--- config.mk ---
export PLATFORM = sky130hd
export DESIGN_NAME = id_stage
export DESIGN_NICKNAME = d
export VERILOG_FILES = /design/src/rtl/id_stage.sv
export SDC_FILE = /design/constraint.sdc
export NUM_CORES = 1
export LEC_CHECK = 0
export ABC_AREA = 1
export BUFFER_PORTS_ARGS = -buffer_cell sky130_fd_sc_hd__buf_2
export CAP_MARGIN = 25
export CORE_AREA = 2 2 145 147
export CTS_CLUSTER_DIAMETER = 50
export DETAILED_ROUTE_END_ITERATION = 7
export DIE_AREA = 0 0 147 149
export PLACE_DENSITY = 0.8
export SLEW_MARGIN = 20
export SYNTH_ARGS = -nofsm -noshare
export SYNTH_HDL_FRONTEND = slang
export SYNTH_SLANG_ARGS = --single-unit
--- constraint.sdc ---
create_clock -name clk -period 2.5 [get_ports clk]
set_clock_uncertainty 0.15 [all_clocks]
set_input_delay 0.5 -clock clk [delete_from_list [all_inputs] [get_ports clk]]
set_output_delay 0.5 -clock clk [all_outputs]
set_load 0.005 [all_outputs]
--- src/rtl/id_stage.sv ---
// id_stage: RV32I instruction-decode stage with EX/MEM operand forwarding,
// load-use bubble insertion, valid/ready handshakes on both sides and a
// RUN/HALT controller that parks on illegal encodings until flushed.
// Optional feature macro: ID_BRANCH_RESOLVE_EN resolves branches/jumps here
// and drives a one-cycle redirect to fetch.

`ifndef EXE_NOP_OP
`define EXE_NOP_OP          8'h00
`define EXE_AND_OP          8'h24
`define EXE_OR_OP           8'h25
`define EXE_XOR_OP          8'h26
`define EXE_SLL_OP          8'h7C
`define EXE_SRL_OP          8'h02
`define EXE_SRA_OP          8'h03
`define EXE_SLT_OP          8'h2A
`define EXE_SLTU_OP         8'h2B
`define EXE_ADD_OP          8'h20
`define EXE_SUB_OP          8'h22
`define EXE_BLT_OP          8'h40
`define EXE_BGE_OP          8'h41
`define EXE_BLTU_OP         8'h42
`define EXE_BGEU_OP         8'h43
`define EXE_BEQ_OP          8'h51
`define EXE_BNE_OP          8'h52
`define EXE_LB_OP           8'hE0
`define EXE_LH_OP           8'hE1
`define EXE_LW_OP           8'hE3
`define EXE_LBU_OP          8'hE4
`define EXE_LHU_OP          8'hE5
`define EXE_SB_OP           8'hE8
`define EXE_SH_OP           8'hE9
`define EXE_SW_OP           8'hEB
`define EXE_RES_NOP         3'b000
`define EXE_RES_LOGIC       3'b001
`define EXE_RES_SHIFT       3'b010
`define EXE_RES_ARITHMETIC  3'b100
`define EXE_RES_JUMP_BRANCH 3'b110
`define EXE_RES_LOAD_STORE  3'b111
`endif

module id_stage #(
    parameter int XLEN   = 32,
    parameter int REG_AW = 5
) (
    input  logic              clk,
    input  logic              rst,
    input  logic              if_valid_i,
    output logic              if_ready_o,
    input  logic [XLEN-1:0]   if_pc_i,
    input  logic [31:0]       if_inst_i,
    output logic [REG_AW-1:0] rs1_addr_o,
    output logic [REG_AW-1:0] rs2_addr_o,
    input  logic [XLEN-1:0]   rs1_data_i,
    input  logic [XLEN-1:0]   rs2_data_i,
    input  logic              ex_wreg_i,
    input  logic [REG_AW-1:0] ex_wd_i,
    input  logic [XLEN-1:0]   ex_wdata_i,
    input  logic              ex_is_load_i,
    input  logic              mem_wreg_i,
    input  logic [REG_AW-1:0] mem_wd_i,
    input  logic [XLEN-1:0]   mem_wdata_i,
    input  logic              flush_i,
    output logic              ex_valid_o,
    input  logic              ex_ready_i,
    output logic [XLEN-1:0]   pc_o,
    output logic [XLEN-1:0]   reg1_o,
    output logic [XLEN-1:0]   reg2_o,
    output logic [XLEN-1:0]   imm_o,
    output logic [7:0]        aluop_o,
    output logic [2:0]        alusel_o,
    output logic [3:0]        mem_op_o,
    output logic              mem_en_o,
    output logic              wreg_o,
    output logic [REG_AW-1:0] wd_o,
    output logic              illegal_o
`ifdef ID_BRANCH_RESOLVE_EN
    ,
    output logic              redirect_o,
    output logic [XLEN-1:0]   redirect_pc_o
`endif
);

    localparam logic [6:0] OPC_LUI    = 7'b0110111;
    localparam logic [6:0] OPC_AUIPC  = 7'b0010111;
    localparam logic [6:0] OPC_JAL    = 7'b1101111;
    localparam logic [6:0] OPC_JALR   = 7'b1100111;
    localparam logic [6:0] OPC_BRANCH = 7'b1100011;
    localparam logic [6:0] OPC_LOAD   = 7'b0000011;
    localparam logic [6:0] OPC_STORE  = 7'b0100011;
    localparam logic [6:0] OPC_OPIMM  = 7'b0010011;
    localparam logic [6:0] OPC_OP     = 7'b0110011;

    typedef enum logic {ST_RUN, ST_HALT} state_e;

    state_e state_q, state_d;

    logic              ex_valid_q, ex_valid_d;
    logic [XLEN-1:0]   pc_q, pc_d, reg1_q, reg1_d, reg2_q, reg2_d, imm_q, imm_d;
    logic [7:0]        aluop_q, aluop_d;
    logic [2:0]        alusel_q, alusel_d;
    logic [3:0]        mem_op_q, mem_op_d;
    logic              mem_en_q, mem_en_d, wreg_q, wreg_d;
    logic [REG_AW-1:0] wd_q, wd_d;

    logic [6:0]        opcode, funct7;
    logic [2:0]        funct3;
    logic [REG_AW-1:0] rs1, rs2, rd;
    logic [XLEN-1:0]   imm_i, imm_s, imm_b, imm_u, imm_j;
    logic [XLEN-1:0]   rs1_val, rs2_val;

    logic              dec_illegal, dec_rd1, dec_rd2, dec_mem_en, dec_wreg;
    logic [XLEN-1:0]   dec_reg1, dec_reg2, dec_imm;
    logic [7:0]        dec_aluop;
    logic [2:0]        dec_alusel;
    logic [3:0]        dec_mem_op;

    logic              hazard, load_en, run, accept, drop;

    assign opcode = if_inst_i[6:0];
    assign funct3 = if_inst_i[14:12];
    assign funct7 = if_inst_i[31:25];
    assign rs1    = REG_AW'(if_inst_i[19:15]);
    assign rs2    = REG_AW'(if_inst_i[24:20]);
    assign rd     = REG_AW'(if_inst_i[11:7]);

    assign rs1_addr_o = rs1;
    assign rs2_addr_o = rs2;

    assign imm_i = {{20{if_inst_i[31]}}, if_inst_i[31:20]};
    assign imm_s = {{20{if_inst_i[31]}}, if_inst_i[31:25], if_inst_i[11:7]};
    assign imm_b = {{19{if_inst_i[31]}}, if_inst_i[31], if_inst_i[7],
                    if_inst_i[30:25], if_inst_i[11:8], 1'b0};
    assign imm_u = {if_inst_i[31:12], 12'b0};
    assign imm_j = {{11{if_inst_i[31]}}, if_inst_i[31], if_inst_i[19:12],
                    if_inst_i[20], if_inst_i[30:21], 1'b0};

    // Source operand selection: x0 is always zero, then EX, then MEM, then regfile
    always_comb begin
        rs1_val = rs1_data_i;
        rs2_val = rs2_data_i;
        if (rs1 == '0)                          rs1_val = '0;
        else if (ex_wreg_i && ex_wd_i == rs1)   rs1_val = ex_wdata_i;
        else if (mem_wreg_i && mem_wd_i == rs1) rs1_val = mem_wdata_i;
        if (rs2 == '0)                          rs2_val = '0;
        else if (ex_wreg_i && ex_wd_i == rs2)   rs2_val = ex_wdata_i;
        else if (mem_wreg_i && mem_wd_i == rs2) rs2_val = mem_wdata_i;
    end

    // Instruction decode into EX control fields and operands
    always_comb begin
        dec_illegal = 1'b0;
        dec_rd1     = 1'b0;
        dec_rd2     = 1'b0;
        dec_reg1    = '0;
        dec_reg2    = '0;
        dec_imm     = '0;
        dec_aluop   = `EXE_NOP_OP;
        dec_alusel  = `EXE_RES_NOP;
        dec_mem_en  = 1'b0;
        dec_mem_op  = 4'b0;
        dec_wreg    = 1'b0;
        case (opcode)
            OPC_LUI, OPC_AUIPC: begin
                dec_reg1   = (opcode == OPC_AUIPC) ? if_pc_i : '0;
                dec_reg2   = imm_u;
                dec_imm    = imm_u;
                dec_aluop  = `EXE_ADD_OP;
                dec_alusel = `EXE_RES_ARITHMETIC;
                dec_wreg   = 1'b1;
            end
            OPC_JAL, OPC_JALR: begin
                dec_rd1     = (opcode == OPC_JALR);
                dec_illegal = (opcode == OPC_JALR) && (funct3 != 3'b000);
                dec_reg1    = if_pc_i;
                dec_reg2    = XLEN'(4);
                dec_imm     = (opcode == OPC_JALR) ? imm_i : imm_j;
                dec_aluop   = `EXE_ADD_OP;
                dec_alusel  = `EXE_RES_ARITHMETIC;
                dec_wreg    = 1'b1;
            end
            OPC_BRANCH: begin
                dec_rd1    = 1'b1;
                dec_rd2    = 1'b1;
                dec_reg1   = rs1_val;
                dec_reg2   = rs2_val;
                dec_imm    = imm_b;
                dec_alusel = `EXE_RES_JUMP_BRANCH;
                case (funct3)
                    3'b000:  dec_aluop = `EXE_BEQ_OP;
                    3'b001:  dec_aluop = `EXE_BNE_OP;
                    3'b100:  dec_aluop = `EXE_BLT_OP;
                    3'b101:  dec_aluop = `EXE_BGE_OP;
                    3'b110:  dec_aluop = `EXE_BLTU_OP;
                    3'b111:  dec_aluop = `EXE_BGEU_OP;
                    default: dec_illegal = 1'b1;
                endcase
            end
            OPC_LOAD, OPC_STORE: begin
                dec_rd1    = 1'b1;
                dec_rd2    = (opcode == OPC_STORE);
                dec_reg1   = rs1_val;
                dec_reg2   = (opcode == OPC_STORE) ? rs2_val : '0;
                dec_imm    = (opcode == OPC_STORE) ? imm_s : imm_i;
                dec_alusel = `EXE_RES_LOAD_STORE;
                dec_mem_en = 1'b1;
                dec_mem_op = {(opcode == OPC_STORE), funct3};
                dec_wreg   = (opcode == OPC_LOAD);
                case ({(opcode == OPC_STORE), funct3})
                    4'b0000: dec_aluop = `EXE_LB_OP;
                    4'b0001: dec_aluop = `EXE_LH_OP;
                    4'b0010: dec_aluop = `EXE_LW_OP;
                    4'b0100: dec_aluop = `EXE_LBU_OP;
                    4'b0101: dec_aluop = `EXE_LHU_OP;
                    4'b1000: dec_aluop = `EXE_SB_OP;
                    4'b1001: dec_aluop = `EXE_SH_OP;
                    4'b1010: dec_aluop = `EXE_SW_OP;
                    default: dec_illegal = 1'b1;
                endcase
            end
            OPC_OPIMM: begin
                dec_rd1    = 1'b1;
                dec_reg1   = rs1_val;
                dec_reg2   = imm_i;
                dec_imm    = imm_i;
                dec_wreg   = 1'b1;
                dec_alusel = `EXE_RES_ARITHMETIC;
                case (funct3)
                    3'b000: dec_aluop = `EXE_ADD_OP;
                    3'b010: dec_aluop = `EXE_SLT_OP;
                    3'b011: dec_aluop = `EXE_SLTU_OP;
                    3'b100: begin dec_aluop = `EXE_XOR_OP; dec_alusel = `EXE_RES_LOGIC; end
                    3'b110: begin dec_aluop = `EXE_OR_OP;  dec_alusel = `EXE_RES_LOGIC; end
                    3'b111: begin dec_aluop = `EXE_AND_OP; dec_alusel = `EXE_RES_LOGIC; end
                    3'b001: begin
                        dec_aluop   = `EXE_SLL_OP;
                        dec_alusel  = `EXE_RES_SHIFT;
                        dec_illegal = (funct7 != 7'h00);
                    end
                    default: begin
                        dec_aluop   = (funct7 == 7'h20) ? `EXE_SRA_OP : `EXE_SRL_OP;
                        dec_alusel  = `EXE_RES_SHIFT;
                        dec_illegal = (funct7 != 7'h00) && (funct7 != 7'h20);
                    end
                endcase
            end
            OPC_OP: begin
                dec_rd1    = 1'b1;
                dec_rd2    = 1'b1;
                dec_reg1   = rs1_val;
                dec_reg2   = rs2_val;
                dec_wreg   = 1'b1;
                dec_alusel = `EXE_RES_ARITHMETIC;
                case ({funct7, funct3})
                    10'h000: dec_aluop = `EXE_ADD_OP;
                    10'h100: dec_aluop = `EXE_SUB_OP;
                    10'h002: dec_aluop = `EXE_SLT_OP;
                    10'h003: dec_aluop = `EXE_SLTU_OP;
                    10'h004: begin dec_aluop = `EXE_XOR_OP; dec_alusel = `EXE_RES_LOGIC; end
                    10'h006: begin dec_aluop = `EXE_OR_OP;  dec_alusel = `EXE_RES_LOGIC; end
                    10'h007: begin dec_aluop = `EXE_AND_OP; dec_alusel = `EXE_RES_LOGIC; end
                    10'h001: begin dec_aluop = `EXE_SLL_OP; dec_alusel = `EXE_RES_SHIFT; end
                    10'h005: begin dec_aluop = `EXE_SRL_OP; dec_alusel = `EXE_RES_SHIFT; end
                    10'h105: begin dec_aluop = `EXE_SRA_OP; dec_alusel = `EXE_RES_SHIFT; end
                    default: dec_illegal = 1'b1;
                endcase
            end
            default: dec_illegal = 1'b1;
        endcase
    end

    assign hazard = ex_wreg_i && ex_is_load_i &&
                    ((dec_rd1 && rs1 != '0 && ex_wd_i == rs1) ||
                     (dec_rd2 && rs2 != '0 && ex_wd_i == rs2));

`ifdef ID_BRANCH_RESOLVE_EN
    logic            redirect_q, redirect_d, br_taken;
    logic [XLEN-1:0] redirect_pc_q, redirect_pc_d, br_target;

    // Branch condition and target evaluation on the forwarded operands
    always_comb begin
        br_taken = 1'b0;
        if (opcode == OPC_JAL || opcode == OPC_JALR) begin
            br_taken = 1'b1;
        end else if (opcode == OPC_BRANCH) begin
            case (funct3)
                3'b000:  br_taken = (rs1_val == rs2_val);
                3'b001:  br_taken = (rs1_val != rs2_val);
                3'b100:  br_taken = ($signed(rs1_val) <  $signed(rs2_val));
                3'b101:  br_taken = ($signed(rs1_val) >= $signed(rs2_val));
                3'b110:  br_taken = (rs1_val <  rs2_val);
                3'b111:  br_taken = (rs1_val >= rs2_val);
                default: br_taken = 1'b0;
            endcase
        end
        if (opcode == OPC_JALR) br_target = (rs1_val + imm_i) & {{(XLEN-1){1'b1}}, 1'b0};
        else                    br_target = if_pc_i + dec_imm;
    end

    assign drop          = redirect_q;
    assign redirect_o    = redirect_q;
    assign redirect_pc_o = redirect_pc_q;
`else
    assign drop = 1'b0;
`endif

    assign run        = (state_q == ST_RUN);
    assign load_en    = !ex_valid_q || ex_ready_i;
    assign if_ready_o = flush_i || drop || (load_en && run && !hazard);
    assign accept     = if_valid_i && !flush_i && !drop && load_en && run && !hazard;

    // Next-state for the controller and the ID/EX pipeline register
    always_comb begin
        state_d    = state_q;
        ex_valid_d = ex_valid_q;
        pc_d       = pc_q;
        reg1_d     = reg1_q;
        reg2_d     = reg2_q;
        imm_d      = imm_q;
        aluop_d    = aluop_q;
        alusel_d   = alusel_q;
        mem_op_d   = mem_op_q;
        mem_en_d   = mem_en_q;
        wreg_d     = wreg_q;
        wd_d       = wd_q;
`ifdef ID_BRANCH_RESOLVE_EN
        redirect_d    = 1'b0;
        redirect_pc_d = redirect_pc_q;
`endif
        if (flush_i) begin
            state_d    = ST_RUN;
            ex_valid_d = 1'b0;
            mem_en_d   = 1'b0;
            wreg_d     = 1'b0;
        end else if (accept && !dec_illegal) begin
            ex_valid_d = 1'b1;
            pc_d       = if_pc_i;
            reg1_d     = dec_reg1;
            reg2_d     = dec_reg2;
            imm_d      = dec_imm;
            aluop_d    = dec_aluop;
            alusel_d   = dec_alusel;
            mem_op_d   = dec_mem_op;
            mem_en_d   = dec_mem_en;
            wreg_d     = dec_wreg;
            wd_d       = rd;
`ifdef ID_BRANCH_RESOLVE_EN
            redirect_d    = br_taken;
            redirect_pc_d = br_target;
            if (opcode == OPC_BRANCH) begin
                aluop_d  = `EXE_NOP_OP;
                alusel_d = `EXE_RES_NOP;
                wreg_d   = 1'b0;
            end
`endif
        end else if (load_en) begin
            ex_valid_d = 1'b0;
            mem_en_d   = 1'b0;
            wreg_d     = 1'b0;
            if (accept) state_d = ST_HALT;
        end
    end

    // Pipeline and controller registers with synchronous reset
    always_ff @(posedge clk) begin
        if (rst) begin
            state_q    <= ST_RUN;
            ex_valid_q <= 1'b0;
            pc_q       <= '0;
            reg1_q     <= '0;
            reg2_q     <= '0;
            imm_q      <= '0;
            aluop_q    <= `EXE_NOP_OP;
            alusel_q   <= `EXE_RES_NOP;
            mem_op_q   <= 4'b0;
            mem_en_q   <= 1'b0;
            wreg_q     <= 1'b0;
            wd_q       <= '0;
`ifdef ID_BRANCH_RESOLVE_EN
            redirect_q    <= 1'b0;
            redirect_pc_q <= '0;
`endif
        end else begin
            state_q    <= state_d;
            ex_valid_q <= ex_valid_d;
            pc_q       <= pc_d;
            reg1_q     <= reg1_d;
            reg2_q     <= reg2_d;
            imm_q      <= imm_d;
            aluop_q    <= aluop_d;
            alusel_q   <= alusel_d;
            mem_op_q   <= mem_op_d;
            mem_en_q   <= mem_en_d;
            wreg_q     <= wreg_d;
            wd_q       <= wd_d;
`ifdef ID_BRANCH_RESOLVE_EN
            redirect_q    <= redirect_d;
            redirect_pc_q <= redirect_pc_d;
`endif
        end
    end

    assign ex_valid_o = ex_valid_q;
    assign pc_o       = pc_q;
    assign reg1_o     = reg1_q;
    assign reg2_o     = reg2_q;
    assign imm_o      = imm_q;
    assign aluop_o    = aluop_q;
    assign alusel_o   = alusel_q;
    assign mem_op_o   = mem_op_q;
    assign mem_en_o   = mem_en_q;
    assign wreg_o     = wreg_q;
    assign wd_o       = wd_q;
    assign illegal_o  = (state_q == ST_HALT);

endmodule
==> flow_summary.json <==
{
  "antenna_found_initial": 8,
  "synthesis.nets": 2080,
  "synth_cell_type_count": 28,
  "powerDensity_mw_per_mm2": 458.7,
  "min_delay_path_depth": 2,
  "grt_pass1_wl_mm": 63.78,
  "syn_inst": 1866,
  "nNetsFinal": 2487,
  "maxCapViolations": 0,
  "start_util_pct": 49.45,
  "place_hpwl_mm": 32.27,
  "area_delta_synth_final_pct": 35.03,
  "hold_viol_final": 0,
  "fin_crit_ns": 2.418,
  "antenna_left": 0,
  "grt_usage_pct": 36.73,
  "post_cts_buffers": 0,
  "combPwrFrac_pct": 17.4,
  "yosysSeqAreaShare_pct": 29.94,
  "initialDrtViolationCount": 1228,
  "drt-vias-per-instance": 5.111,
  "dieArea_sq_mm": 0.02190,
  "ys_ff_latch": 152,
  "dieWidth_um": 147,
  "worstSetupEndpointType": "output port",
  "setup_viol": 0,
  "p_leak_nw": 7.239,
  "clk_latency_ns": 0.43,
  "p_int_w": 0.004406,
  "drt-wirelength-per-cell_um": 16.00,
  "worst_slew_pin_slew_ns": 0.4411,
  "rrSetupSlack_ns": 0.52,
  "required_ns": 1.85,
  "clk_path_buf_depth": 2,
  "portBuffers": 372,
  "n_fill_cell": 2023,
  "yosys_warnings": 0,
  "cts_buffers": 17,
  "setup_tns_ns": 0,
  "synth_largest_area_cell": "dfxtp_1",
  "worstReg2RegStart": "ex_valid_o",
  "dpl_cell_area_sq_mm": 0.01309,
  "vias": 13130,
  "rows": 53,
  "htreeDepth": 4,
  "slew_headroom_pct": 70.49,
  "swShare_pct": 30.03,
  "cts_tree": "built",
  "wirelength_mm": 41.10,
  "status": "finished, final reports clean",
  "synth.cell_area_sq_mm": 0.01016,
  "yosysTopAreaCellShare_pct": 29.94,
  "hold_ws_ns": 0.1620,
  "final_core_util_pct": 66.77,
  "rsz0062_at_grt": "no",
  "die_h_um": 149,
  "async_reset_ff_share_pct": 0,
  "crit_path_start_kind": "input port",
  "clockRootBuffer": "clkbuf_16",
  "hp-class": "in2reg",
  "reg2reg_depth": 11,
  "synth_edf_count": 0,
  "p_switching_w": 0.001891,
  "synthTopCellsByArea": "dfxtp_1 30%, nand2_1 23%, nor2_1 21%",
  "synth.avg_cell_area_sq_um": 5.447,
  "seq_power_share_pct": 39.3,
  "final_max_slew_viol_count": 0,
  "synthFlopType": "dfxtp_1",
  "fin_crit_sh_pct": 96.72,
  "cts_sinks": 152,
  "cp_max_fo": 3,
  "fmax_ghz": 0.4136,
  "grt_pass1_vias": 12290,
  "r2r_end": "imm_o[27]",
  "dr.pass1.iters": 6,
  "ios": 373,
  "grt_overflow_total": 0,
  "arrival_ns": 1.77,
  "design_area_sq_mm": 0.01373,
  "crit_type": "in2out",
  "drc": 0,
  "core_sq_mm": 0.02056,
  "irDropWorstVdd_uv": 452.7,
  "grt_max_degree": 65,
  "drive_gt1_share_pct": 25.11,
  "worst_hold_path.endpoint": "aluop_o[6]",
  "clk_pin_slew_ns": 0.07,
  "clockPowerShare_pct": 43.2,
  "routabilityCongestion": 1.003,
  "min-delay-start": "rst"
}
-- layer usage --
metal  routed length [um]  up-vias  global-route usage (%)  part of all wire (%)
li1                     -     6538                       -                     -
met1                16860     5814                   45.79                    41
met2                19080      635                   61.22                    46
met3                 3140      142                   7.125                   7.6
met4                 2017        2                   17.93                   4.9
met5                   11        -                       0                 0.027
-- worst max-delay path: stages --
cell	delay (ns)
buf_2	0.12
inv_2	0.06
nand2_1	0.08
nor2_4	0.10
o211ai_1	0.19
nor2_2	0.17
nand2_1	0.10
nand2_1	0.12
nand2_2	0.08
nand3_2	0.09
nand2_1	0.05
buf_2	0.12
-- state kept, by name, indices dropped and copies added (netlist names) --
register / flops
mem_en_o: 1
wreg_o: 1
aluop_o: 8
ex_valid_o: 1
pc_o: 32
reg2_o: 32
illegal_o: 1
wd_o: 5
alusel_o: 3
mem_op_o: 4
reg1_o: 32
imm_o: 32
-- final cells by class --
cell class	count	area, sq um	share of cell area (%)
Timing Repair Buffer	505	3098	22.57
Clock inverter	15	177.7	1.294
Multi-Input combinational cell	1464	6116	44.56
Antenna cell	8	20.02	0.1459
Sequential cell	152	3043	22.17
Inverter	133	501.7	3.655
Clock buffer	17	425.4	3.099
Tap cell	275	344.1	2.507
-- cells in the mapped netlist, types with 3 or more instances --
| master | instances |
|---|---|
| a21oi_1 | 18 |
| a22oi_1 | 15 |
| buf_2 | 24 |
| buf_4 | 11 |
| buf_6 | 11 |
| clkbuf_1 | 70 |
| dfxtp_1 | 152 |
| ha_1 | 4 |
| inv_1 | 120 |
| inv_2 | 13 |
| nand2_1 | 631 |
| nand3_1 | 71 |
| nand4_1 | 69 |
| nor2_1 | 580 |
| nor2_4 | 3 |
| nor3_1 | 14 |
| o211ai_1 | 3 |
| o21ai_0 | 40 |
| xnor2_1 | 5 |
-- worst max-delay path by stage --
stage / startpoint / end / slack [ns] / cells past startpoint
2_1_floorplan: if_inst_i[24] / aluop_o[0] / 0.28 / 14
3_3_place_gp: if_inst_i[4] / imm_o[1] / -0.25 / 15
3_5_place_dp: if_inst_i[4] / imm_o[27] / -0.23 / 14
4_1_cts: if_inst_i[18] / if_ready_o / 0.06 / 11
5_1_grt: if_inst_i[3] / if_ready_o / 0.01 / 12
6_report: if_inst_i[2] / if_ready_o / 0.08 / 12
-- stage by stage --
step                std cells  setup WS [ns]  power, W
finish                   2569        0.08198  0.006296
global route             2566       0.009631  0.006525
floorplan                1866         0.2779  0.003061
detailed placement       2529        -0.2309  0.003600
CTS                      2561        0.06001  0.006296
global placement         2529        -0.2475  0.003592
-- logic make-up (layout without fill, tap and decap cells) --
group | count (synthesis) | count (layout) | share of synthesized area, %
AOI/OAI and AO/OA | 82 | 82 | 4.554
xor gates and xnor gates | 5 | 5 | 0.4308
DFF | 152 | 152 | 29.94
and+or+nand+nor | 1373 | 1373 | 53.84
buffers and inverters | 250 | 670 | 10.75
adders and majority gates | 4 | 4 | 0.4924
other | 0 | 8 | 0
-- cell usage in the layout, fill, tap and decap left out, types with 8 or more instances in the layout --
cell type / instances
a21oi_1: 18
a22oi_1: 15
buf_12: 19
buf_2: 372
buf_4: 114
clkbuf_16: 17
dfxtp_1: 152
diode_2: 8
inv_1: 120
inv_2: 12
nand2_1: 629
nand3_1: 69
nand4_1: 69
nor2_1: 570
nor2_2: 10
nor3_1: 13
o21ai_0: 40
-- power groups by stage --
stage | Sequential, W | Clock, W | Combinational, W
after floorplan | 0.00253 | 0 | 0.000527
after global placement | 0.00253 | 0 | 0.00106
after detailed placement | 0.00253 | 0 | 0.00107
after CTS | 0.00248 | 0.00274 | 0.00108
after global routing | 0.00248 | 0.00284 | 0.00120
final | 0.00248 | 0.00272 | 0.00110
-- what timing repair did --
action,in CTS,in global routing
gates resized for setup,0,5
hold buffers,0,0
endpoints found under the setup margin,0,5
Power figures use the tool's default switching activity.
